<file path="src/rtl/ym_mix_accum_if.sv">
// Slot input and stereo output bundle for ym_mix_accum.
// The master drives slots and clip_clear; the slave returns the mixed frame.
interface ym_mix_accum_if #(
  parameter int unsigned IN_WIDTH  = 9,
  parameter int unsigned OUT_WIDTH = 16
) ();

  logic                 clk_en;
  logic                 slot_valid;
  logic                 slot_sync;
  logic [IN_WIDTH-1:0]  ch_value;
  logic [1:0]           ch_pan;
  logic                 clip_clear;

  logic [OUT_WIDTH-1:0] out_l;
  logic [OUT_WIDTH-1:0] out_r;
  logic                 out_valid;
  logic                 frame_err;
  logic                 clip_l;
  logic                 clip_r;

  modport master (
    output clk_en, slot_valid, slot_sync, ch_value, ch_pan, clip_clear,
    input  out_l, out_r, out_valid, frame_err, clip_l, clip_r
  );

  modport slave (
    input  clk_en, slot_valid, slot_sync, ch_value, ch_pan, clip_clear,
    output out_l, out_r, out_valid, frame_err, clip_l, clip_r
  );

endinterface

</file>
<file path="src/rtl/ym_mix_accum.sv">
// Time-multiplexed channel mixer: sums CH_COUNT slots per frame into left/right
// accumulators, applies gain, saturates, and publishes one stereo word per frame.
module ym_mix_accum #(
  parameter int unsigned CH_COUNT   = 6,
  parameter int unsigned IN_WIDTH   = 9,
  parameter int unsigned OUT_WIDTH  = 16,
  parameter int unsigned GAIN_SHIFT = 5
) (
  input  logic          MCLK,
  input  logic          reset,
  ym_mix_accum_if.slave bus
);

  localparam int unsigned ACC_W  = IN_WIDTH + $clog2(CH_COUNT);
  localparam int unsigned CNT_W  = $clog2(CH_COUNT + 1);
  localparam int unsigned SH_W   = ACC_W + GAIN_SHIFT;
  localparam int unsigned WIDE_W = ((SH_W > OUT_WIDTH) ? SH_W : OUT_WIDTH) + 1;

  localparam logic signed [WIDE_W-1:0] SAT_MAX =
    {{(WIDE_W - OUT_WIDTH + 1){1'b0}}, {(OUT_WIDTH - 1){1'b1}}};
  localparam logic signed [WIDE_W-1:0] SAT_MIN = ~SAT_MAX;

  typedef enum logic {
    WAIT_SYNC = 1'b0,
    ACCUM     = 1'b1
  } state_e;

  state_e                  state_q, state_d;
  logic [CNT_W-1:0]        count_q, count_d;
  logic signed [ACC_W-1:0] acc_l_q, acc_l_d;
  logic signed [ACC_W-1:0] acc_r_q, acc_r_d;
  logic                    done_q, done_d;
  logic                    frame_err_q, frame_err_d;
  logic                    out_valid_q, out_valid_d;
  logic [OUT_WIDTH-1:0]    out_l_q, out_l_d;
  logic [OUT_WIDTH-1:0]    out_r_q, out_r_d;
  logic                    clip_l_q, clip_l_d;
  logic                    clip_r_q, clip_r_d;

  logic                    accept_c;
  logic                    clear_c;
  logic signed [ACC_W-1:0] ch_ext_c;
  logic [OUT_WIDTH:0]      sat_l_c;
  logic [OUT_WIDTH:0]      sat_r_c;

  // Returns {clipped, value}: acc scaled by the gain then clamped to OUT_WIDTH.
  function automatic logic [OUT_WIDTH:0] saturate(input logic signed [ACC_W-1:0] acc);
    logic signed [WIDE_W-1:0] wide;
    wide = WIDE_W'(acc) <<< GAIN_SHIFT;
    if (wide > SAT_MAX) begin
      saturate = {1'b1, OUT_WIDTH'(SAT_MAX)};
    end else if (wide < SAT_MIN) begin
      saturate = {1'b1, OUT_WIDTH'(SAT_MIN)};
    end else begin
      saturate = {1'b0, OUT_WIDTH'(wide)};
    end
  endfunction

  assign accept_c = bus.clk_en & bus.slot_valid;
  assign clear_c  = bus.clk_en & bus.clip_clear;
  assign ch_ext_c = ACC_W'($signed(bus.ch_value));
  assign sat_l_c  = saturate(acc_l_q);
  assign sat_r_c  = saturate(acc_r_q);

  // Frame FSM: slot acceptance, accumulation and error detection.
  always_comb begin
    state_d     = state_q;
    count_d     = count_q;
    acc_l_d     = acc_l_q;
    acc_r_d     = acc_r_q;
    done_d      = 1'b0;
    frame_err_d = 1'b0;

    if (accept_c) begin
      if (bus.slot_sync) begin
        // ACCUM always holds count < CH_COUNT, so a sync there is an early restart.
        frame_err_d = (state_q == ACCUM);
        acc_l_d     = bus.ch_pan[1] ? ch_ext_c : '0;
        acc_r_d     = bus.ch_pan[0] ? ch_ext_c : '0;
        count_d     = CNT_W'(1);
        state_d     = ACCUM;
      end else if (state_q == WAIT_SYNC) begin
        frame_err_d = 1'b1;
      end else begin
        if (bus.ch_pan[1]) acc_l_d = acc_l_q + ch_ext_c;
        if (bus.ch_pan[0]) acc_r_d = acc_r_q + ch_ext_c;
        count_d = count_q + CNT_W'(1);
        if (count_d == CNT_W'(CH_COUNT)) begin
          state_d = WAIT_SYNC;
          done_d  = 1'b1;
        end
      end
    end
  end

  // Output stage runs on every MCLK so a pending frame publishes even with clk_en low.
  always_comb begin
    out_valid_d = done_q;
    out_l_d     = out_l_q;
    out_r_d     = out_r_q;
    clip_l_d    = clip_l_q & ~clear_c;
    clip_r_d    = clip_r_q & ~clear_c;
    if (done_q) begin
      out_l_d = sat_l_c[OUT_WIDTH-1:0];
      out_r_d = sat_r_c[OUT_WIDTH-1:0];
      if (sat_l_c[OUT_WIDTH]) clip_l_d = 1'b1;
      if (sat_r_c[OUT_WIDTH]) clip_r_d = 1'b1;
    end
  end

  always_ff @(posedge MCLK) begin
    if (reset) begin
      state_q     <= WAIT_SYNC;
      count_q     <= '0;
      acc_l_q     <= '0;
      acc_r_q     <= '0;
      done_q      <= 1'b0;
      frame_err_q <= 1'b0;
      out_valid_q <= 1'b0;
      out_l_q     <= '0;
      out_r_q     <= '0;
      clip_l_q    <= 1'b0;
      clip_r_q    <= 1'b0;
    end else begin
      state_q     <= state_d;
      count_q     <= count_d;
      acc_l_q     <= acc_l_d;
      acc_r_q     <= acc_r_d;
      done_q      <= done_d;
      frame_err_q <= frame_err_d;
      out_valid_q <= out_valid_d;
      out_l_q     <= out_l_d;
      out_r_q     <= out_r_d;
      clip_l_q    <= clip_l_d;
      clip_r_q    <= clip_r_d;
    end
  end

  assign bus.out_l     = out_l_q;
  assign bus.out_r     = out_r_q;
  assign bus.out_valid = out_valid_q;
  assign bus.frame_err = frame_err_q;
  assign bus.clip_l    = clip_l_q;
  assign bus.clip_r    = clip_r_q;

endmodule

</file>
<file path="src/flat_wrapper.sv">
// flat-port wrapper written by rule: the top's interface ports become plain ports
module ym_mix_accum_flat 
#(
  parameter int unsigned CH_COUNT   = 6,
  parameter int unsigned IN_WIDTH   = 9,
  parameter int unsigned OUT_WIDTH  = 16,
  parameter int unsigned GAIN_SHIFT = 5
)
  (MCLK, reset, bus_clk_en, bus_slot_valid, bus_slot_sync, bus_ch_value, bus_ch_pan, bus_clip_clear, bus_out_l, bus_out_r, bus_out_valid, bus_frame_err, bus_clip_l, bus_clip_r);
  ym_mix_accum_if #(.IN_WIDTH(IN_WIDTH), .OUT_WIDTH(OUT_WIDTH)) bus_i ();
  input  logic MCLK;
  input  logic reset;
  input wire logic [$bits(bus_i.clk_en)-1:0] bus_clk_en;
  input wire logic [$bits(bus_i.slot_valid)-1:0] bus_slot_valid;
  input wire logic [$bits(bus_i.slot_sync)-1:0] bus_slot_sync;
  input wire logic [$bits(bus_i.ch_value)-1:0] bus_ch_value;
  input wire logic [$bits(bus_i.ch_pan)-1:0] bus_ch_pan;
  input wire logic [$bits(bus_i.clip_clear)-1:0] bus_clip_clear;
  output wire logic [$bits(bus_i.out_l)-1:0] bus_out_l;
  output wire logic [$bits(bus_i.out_r)-1:0] bus_out_r;
  output wire logic [$bits(bus_i.out_valid)-1:0] bus_out_valid;
  output wire logic [$bits(bus_i.frame_err)-1:0] bus_frame_err;
  output wire logic [$bits(bus_i.clip_l)-1:0] bus_clip_l;
  output wire logic [$bits(bus_i.clip_r)-1:0] bus_clip_r;
  assign bus_i.clk_en = bus_clk_en;
  assign bus_i.slot_valid = bus_slot_valid;
  assign bus_i.slot_sync = bus_slot_sync;
  assign bus_i.ch_value = bus_ch_value;
  assign bus_i.ch_pan = bus_ch_pan;
  assign bus_i.clip_clear = bus_clip_clear;
  assign bus_out_l = bus_i.out_l;
  assign bus_out_r = bus_i.out_r;
  assign bus_out_valid = bus_i.out_valid;
  assign bus_frame_err = bus_i.frame_err;
  assign bus_clip_l = bus_i.clip_l;
  assign bus_clip_r = bus_i.clip_r;
  ym_mix_accum #(.CH_COUNT(CH_COUNT), .IN_WIDTH(IN_WIDTH), .OUT_WIDTH(OUT_WIDTH), .GAIN_SHIFT(GAIN_SHIFT)) u_core (.MCLK(MCLK), .reset(reset), .bus(bus_i));
endmodule
</file>
<file path="config.mk">
export PLATFORM = sky130hd
export DESIGN_NAME = ym_mix_accum_flat
export DESIGN_NICKNAME = d
export VERILOG_FILES = /design/src/rtl/ym_mix_accum_if.sv /design/src/rtl/ym_mix_accum.sv /design/src/flat_wrapper.sv
export SDC_FILE = /design/constraint.sdc
export NUM_CORES = 1
export LEC_CHECK = 0
export CELL_PAD_IN_SITES_DETAIL_PLACEMENT = 0
export CELL_PAD_IN_SITES_GLOBAL_PLACEMENT = 1
export CORE_MARGIN = 2
export CORE_UTILIZATION = 32
export DETAILED_ROUTE_END_ITERATION = 8
export PLACE_DENSITY = 0.65
export SYNTH_ARGS = -nofsm -noshare
export SYNTH_HDL_FRONTEND = slang
export SYNTH_SLANG_ARGS = --single-unit
</file>
<file path="constraint.sdc">
create_clock -name MCLK -period 2.5 [get_ports MCLK]
set_input_delay 0.25 -clock MCLK [delete_from_list [all_inputs] [get_ports MCLK]]
set_output_delay 0.25 -clock MCLK [all_outputs]
set_load 0.02 [all_outputs]
</file>
Yosys cells after proc, flatten, opt, wreduce, memory -nomap -nowiden --
Cells that the tools add are included.
Cells by class: $add $sub $neg 3, $lt $le $gt $ge 4, equal/unequal tests 1, muxes and demuxes 24, bitwise logic cells 7, reduce and logical (&&, ||, !) cells 8
Operators by type and width (count):
- $mux 12 | 8
- $mux 17 | 4
- $gt 17x16->1 const B | 2
- $lt 17x16->1 const B | 2
- $add 12x9->12 | 2
- $mux 1 | 10
- $mux 3 | 2
- $reduce_and 3->1 | 2
- $reduce_bool 2->1 | 3
- $and 1x1->1 | 4
- $reduce_or 4->1 | 1
- $add 3x1->3 const B | 1
- $eq 3x3->1 const B | 1
- $not 1->1 | 3
- $reduce_and 2->1 | 1
- $reduce_or 2->1 | 1
Storage, ports and cells: bits in registers 65, input bits 17, word-level logic and storage cells 58

Depth between registers and ports, before layout --
depth after elaboration 5, depth in mapped cells 10, depth with buffers taken out 8

Worst setup path before layout --
OpenSTA, ideal clock, no wires.
kind input to register, start point input port bus_slot_sync, end point register u_core.acc_r_q[10], library setup time 0.079 ns, data arrival time 2.137 ns, setup slack 0.284 ns, cell stages on the path 9, buffers on the path 2, cell sequence clkbuf_1 inv_1 clkbuf_1 ha_1 nand3b_2 nor2_1 o21ai_0 or4_1 o211ai_1
On the way: longest elaborated chain between the ends 2
RTL lines:
- start, declared | line flat_wrapper.sv:15 | input wire logic [$bits(bus_i.slot_sync)-1:0] bus_slot_sync;
- $reduce_bool 2->1 (no source line)
- $reduce_and 3->1 (no source line)
- end signal, assigned | line ym_mix_accum.sv:128 | acc_r_q <= acc_r_d;
- end, declared | line ym_mix_accum.sv:31 | logic signed [ACC_W-1:0] acc_r_q, acc_r_d;
Parallel ways exist; a longest one is shown, timed or not. A chain may end at the register's enable or synchronous reset.

Final worst setup path --
start point input port bus_ch_value[0], end point register u_core.acc_r_q[10]
On the way: longest elaborated chain between the ends 4
RTL lines:
- start, declared | line flat_wrapper.sv:16 | input wire logic [$bits(bus_i.ch_value)-1:0] bus_ch_value;
- $add 12x9->12 | line ym_mix_accum.sv:86 | if (bus.ch_pan[0]) acc_r_d = acc_r_q + ch_ext_c;
- $mux 12 | line ym_mix_accum.sv:86
- $mux 12 | line ym_mix_accum.sv:82 | end else if (state_q == WAIT_SYNC) begin
- $mux 12 | line ym_mix_accum.sv:75 | if (bus.slot_sync) begin
No other way between the ends. The select of a mux whose other input is x is not followed.

==> results_dict.tcl <==
set metrics [dict create \
    final_common_cell "nor2_1" \
    via_per_inst 5.29 \
    worst-path-buf-inv 3 \
    worst_pin_slew_ns 0.527 \
    peakVddDrop_uv 177 \
    crit_start "bus_ch_value[0]" \
    grt_usage_pct 19.3 \
    numCtsBuffers 9 \
    yosysSeqAreaShare_pct 31.8 \
    rsz0062_at_grt "false" \
    place_inst 637 \
    wirelength_um 10800 \
    r2r_start "u_core.acc_l_q[0]$_SDFFE_PP0P_" \
    overflow 0 \
    layout-drive-gt1-share_pct 12.3 \
    hp-start "reset" \
    pre_cts_ws_ns -0.0250 \
    cpLargestDelayFamily "buffers and inverters" \
    clkSlewWorstSetupHoldPaths_ns 0.07 \
    insertion_delay_ns 0.34 \
    worstHoldPathType "input pin to flop" \
    cp-end-kind "flop" \
    synth-compound-area-share_pct 26.1 \
    finish.utilization_pct 42.4 \
    synth_cell_types 58 \
    area_delta_synth_final_pct 28.6 \
    most-common-layout-cells "62 x nor2_1, 57 x dfxtp_1, 51 x clkdlybuf4s50_1" \
    coreArea_um2 10900 \
    synth_top_family_by_area "compound AO/OA/AOI/OAI gates" \
    dieArea_um2 12100 \
    critPathRequiredTime_ns 2.77 \
    placementRows 38 \
    synth_flop_cell "dfxtp_1" \
    numPortBuffers 52 \
    gp_congestion 0.805 \
    cts_tree "built" \
    clock_sinks 57 \
    setup_viol 0 \
    power_density_nw_per_um2 495 \
    post_drt_wl_per_cell_um 16.6 \
    crit_path_cell_trace "clkdlybuf4s50_1, buf_4, ha_1, inv_1, fa_1, nor2b_1, o31a_1, o211a_1, or4_1, o211ai_1" \
    power.total_mw 2.28 \
    layout.cells.non_filler 653 \
    synthXorXnorAreaFrac_pct 1.22 \
    synth_warnings 0 \
    vias 3456 \
    crit_path_start_kind "input pin" \
    io_pins 53 \
    fin_ws_ns 0.329 \
    grt_pass1_vias 3300 \
    synthArstFlopShare_pct 0 \
    cts_resized 0 \
    cp_max_fo 4 \
    die_y_um 110 \
    worstPathArrival_ns 2.44 \
    start_util_pct 33.0 \
    synth_edf_count 0 \
    finalHoldViolCount 0 \
    cpPeakStageDelay_ns 0.42 \
    crit_path_top_delay_cell "clkdlybuf4s50_1" \
    slew_headroom_pct 64.8 \
    synthesis.instances 439 \
    synth.avg_cell_area_um2 8.18 \
    max_freq_mhz 461 \
    status "complete, no violations" \
    post-route-drc-count 0 \
    grt_pass1_wl_um 17700 \
    cts_buffer_depth 2 \
    holdWs_ns 0.337 \
    synthMuxAreaShare_pct 1.43 \
    min_period_ns 2.17 \
    multi_input_area_um2 2230 \
    clock-root-buffer "clkbuf_8" \
    drtIter0Drc 210 \
    fin_crit_sh_pct 86.8 \
    ant_nets 0 \
    synthSimpleGateAreaFrac_pct 21.5 \
    seqCellArea_um2 1140 \
    clock-skew-final_ns 0.00835 \
    finalMaxSlewViolations 0 \
    drt-pass1-iter-count 4 \
    ctsHoldBuffers 0 \
    die_x_um 110 \
    synth_fa_ha_area_share_pct 11.9 \
    leakage_nw 1.88 \
    dp_hpwl_um 7990 \
    final_net_count 558 \
    ys_ff_latch 57 \
    antenna_cells 0 \
    grt_start_max_net_pins 36 \
    syn_area_um2 3590 \
    grt_antenna_before_repair 0 \
    criticalPathCategory "input pin to flop" \
    htreeDepth 3 \
    cts_setup_buffers 0 \
    cap_violations 0 \
    synth_nets 489 \
    fillers 1108 \
]
-- per-layer routing --
layer  GRT usage, %  up-vias  part of all wire, %
met1           27.2     1626                   50
met3           3.79       11                  4.3
met4           6.51        0                  1.1
met2           29.4       73                   44
li1               -     1746                    -
met5              0        -                    0
-- power breakdown --
part,switching [mW],internal [mW]
registers,0.0239,0.930
clock network,0.388,0.542
logic,0.220,0.182
-- flip-flops by register name, summed over array words and instances, names as in the netlist --
signal and cells:
u_core.acc_l_q 12, u_core.acc_r_q 12, u_core.bus.clip_l 1, u_core.bus.clip_r 1
u_core.bus.frame_err 1, u_core.bus.out_l 12, u_core.bus.out_r 12, u_core.bus.out_valid 1
u_core.count_q 3, u_core.done_q 1, u_core.state_q 1
-- metrics by stage --
| step | instance area [µm²] | setup TNS, ns |
|---|---|---|
| floorplan | 3590 | 0 |
| global placement | 4410 | -0.00103 |
| detailed placement | 4410 | -0.0348 |
| CTS | 4620 | 0 |
| global route | 4620 | 0 |
| finish | 4620 | 0 |
-- final timing paths --
path                                                          end  slack (ns)  depth (start not counted)
worst max-delay path              u_core.acc_r_q[10]$_SDFFE_PP0P_        0.33                         10
worst min register to register           u_core.done_q$_SDFF_PP0_        0.48                          2
worst max register to register     u_core.acc_l_q[4]$_SDFFE_PP0P_        0.35                          8
worst min-delay path            u_core.bus.out_r[10]$_SDFFE_PP0P_        0.34                          2
-- cell usage after synthesis, drive strengths merged, types with 8 or more instances --
cell type | instances | area (µm²)
inv | 17 | 63.8
nor2 | 62 | 233
nor3 | 11 | 55.1
a211oi | 9 | 72.6
o22ai | 21 | 131
nand3 | 8 | 40.0
ha | 31 | 388
dfxtp | 57 | 1140
a311oi | 10 | 93.8
o21ai | 20 | 100
nor2b | 21 | 139
nand2 | 18 | 67.6
a21o | 13 | 100
clkbuf | 17 | 65.1
a21oi | 30 | 150
buf | 15 | 91.3
-- logic make-up (layout without fill, tap and decap cells) --
logic type      after synthesis  in the layout
xor+xnor                      5              5
simple gates                153            153
mux                           5              5
compound gates              137            137
fa+ha+maj                    33             33
buf+inv                      49            123
flops                        57             57
-- cell type report --
class,count,share of cell area (%)
inverters,17,1.38
clock buffers,14,3.74
well taps,140,3.79
repair buffers,90,17.3
flip-flops and latches,57,24.7
multi-input cells,333,48.3
clock inverters,2,0.758
-- worst register-to-register path: stages, from the launching register on --
cell      delay (ns)
dfxtp_1         0.36
ha_1            0.19
inv_1           0.06
fa_1            0.42
nor2b_4         0.18
o21a_1          0.14
nor3_1          0.04
or3b_2          0.44
a311oi_1        0.24
Note: power is estimated with default switching activity, not from simulation.
==> edit, RTL diff (same flow settings) <==
`IN_WIDTH` is set to 9 in 3 places; all go to 18.
--- a/src/rtl/ym_mix_accum_if.sv
+++ b/src/rtl/ym_mix_accum_if.sv
@@ -3,3 +3,3 @@
 interface ym_mix_accum_if #(
-  parameter int unsigned IN_WIDTH  = 9,
+  parameter int unsigned IN_WIDTH  = 18,
   parameter int unsigned OUT_WIDTH = 16
--- a/src/rtl/ym_mix_accum.sv
+++ b/src/rtl/ym_mix_accum.sv
@@ -4,3 +4,3 @@
   parameter int unsigned CH_COUNT   = 6,
-  parameter int unsigned IN_WIDTH   = 9,
+  parameter int unsigned IN_WIDTH   = 18,
   parameter int unsigned OUT_WIDTH  = 16,
--- a/src/flat_wrapper.sv
+++ b/src/flat_wrapper.sv
@@ -4,3 +4,3 @@
   parameter int unsigned CH_COUNT   = 6,
-  parameter int unsigned IN_WIDTH   = 9,
+  parameter int unsigned IN_WIDTH   = 18,
   parameter int unsigned OUT_WIDTH  = 16,
Interface: changed (resized bus_ch_value); port bits go from 53 to 62. The function was not compared with the original's and may differ.
==> edit against the unedited design <==
  * Core utilization up 2.2 points
  * Combinational power up 110%
  * Sequential share of layout area down 4.4 points
  * Global-route usage up 1.6 points
  * Routed wire length up 67%
  * Synthesized area up 50%
  * Sequential cell count up 18
  * Sequential power up 33%
  * Design area up 60%
  * Total power up 62%
  * Setup slack worse by 0.19 ns
  * Maximum frequency down 8.2%
==> edit: results (changes against the unedited design) <==
| Metric | Value |
|---|---|
| Status | finished clean |
| Mapped Nets | 754 (+54%) |
| Sequential fraction of the synthesis area | 27.8% (-3.9 points) |
| Met2 wire length | 8.21 mm (+71%) |
| First-pass GRT wire length | 29.6 mm (+67%) |
| Final cell count without fillers | 1051 (+61%) |
| Max stage delay on crit path | 0.52 ns (+0.10 ns) |
| VDD IR max | 0.372 mV (+110%) |
| Crit path from | bus_ch_value[2] |
| Gr usage total | 20.9% (+1.6 points) |
| Port bufs | 61 (+17%) |
| Placed cells | 1034 (+62%) |
| Synth Area in Adders | 10.7% (-1.2 points) |
| Yosys cell types | 63 (+8.6%) |
| Met2 global-route usage | 34.2% (+4.9 points) |
| Final GP Congestion | 0.898 (+12%) |
| PD cells | 500 nW/um^2 (+1.2%) |
| Psw | 1.05 mW (+67%) |
| Leak Pwr | 3.06 nW (+63%) |
| Root Driver | clkbuf_16 |
| Layout cells sized above 1 | 19.4% (+7.1 points) |
| First-pass DRT Iterations | 5 (+1) |
| Arr. time, crit path | 2.64 ns (+0.20 ns) |
| Worst Tran Pin Value | 1.17 ns (+0.640 ns) |
| End of the critical path | u_core.acc_l_q[15]$_SDFFE_PP0P_ |
| Met1 Use GR | 27.6% (+0.36 points) |
| Min-Delay Endpoint | u_core.acc_r_q[6]$_SDFFE_PP0P_ |
| WL met3 | 960 microns (+110%) |
| Met1 wire length | 8.27 mm (+52%) |
| FF-to-FF setup slack | 0.15 ns (-0.20 ns) |
| Clock-net power | 1.60 mW (+72%) |
| Skew final | 0.00931 ns (+0.000964 ns) |
| Mux share of post-synthesis cell area | 1.69% (+0.27 points) |
| Commonest cells post-synth | 92 x a21oi_1, 75 x dfxtp_1, 49 x nand2_1 |
| Worst R2R End | u_core.acc_r_q[17]$_SDFFE_PP0P_ |
| Fillers | 1638 (+48%) |
| CP delay by family, top | compound AO/OA/AOI/OAI gates |
| Vias in the first global route | 5626 (+70%) |
edit: final cells by class:
| type | instances | area [sq um] | area share (%) |
|---|---|---|---|
| clock buffer | 11 | 253 | 3.42 |
| sequential | 75 | 1500 | 20.3 |
| timing repair buffer | 185 | 1540 | 20.9 |
| inverter | 7 | 26.3 | 0.356 |
| multi-input combinational | 548 | 3680 | 49.8 |
| clock inverter | 5 | 108 | 1.46 |
| tap | 220 | 275 | 3.73 |
edit: metrics by stage:
stage	cell area, sq um	util (%)	setup TNS (ns)
floorplan	5390	-	0
global placement	6960	42.1	-5.37
detailed placement	6960	42.1	-5.82
CTS	7320	44.3	0
global route	7380	44.7	-0.00671
finish	7380	44.7	0
edit: worst register-to-register path, cell delays in order (launching register included):
cell      delay, ns
dfxtp_1        0.40
ha_1           0.27
a211o_1        0.31
a211oi_2       0.22
nor2_1         0.11
a21oi_2        0.22
o31ai_1        0.15
a31oi_1        0.22
mux2_2         0.35
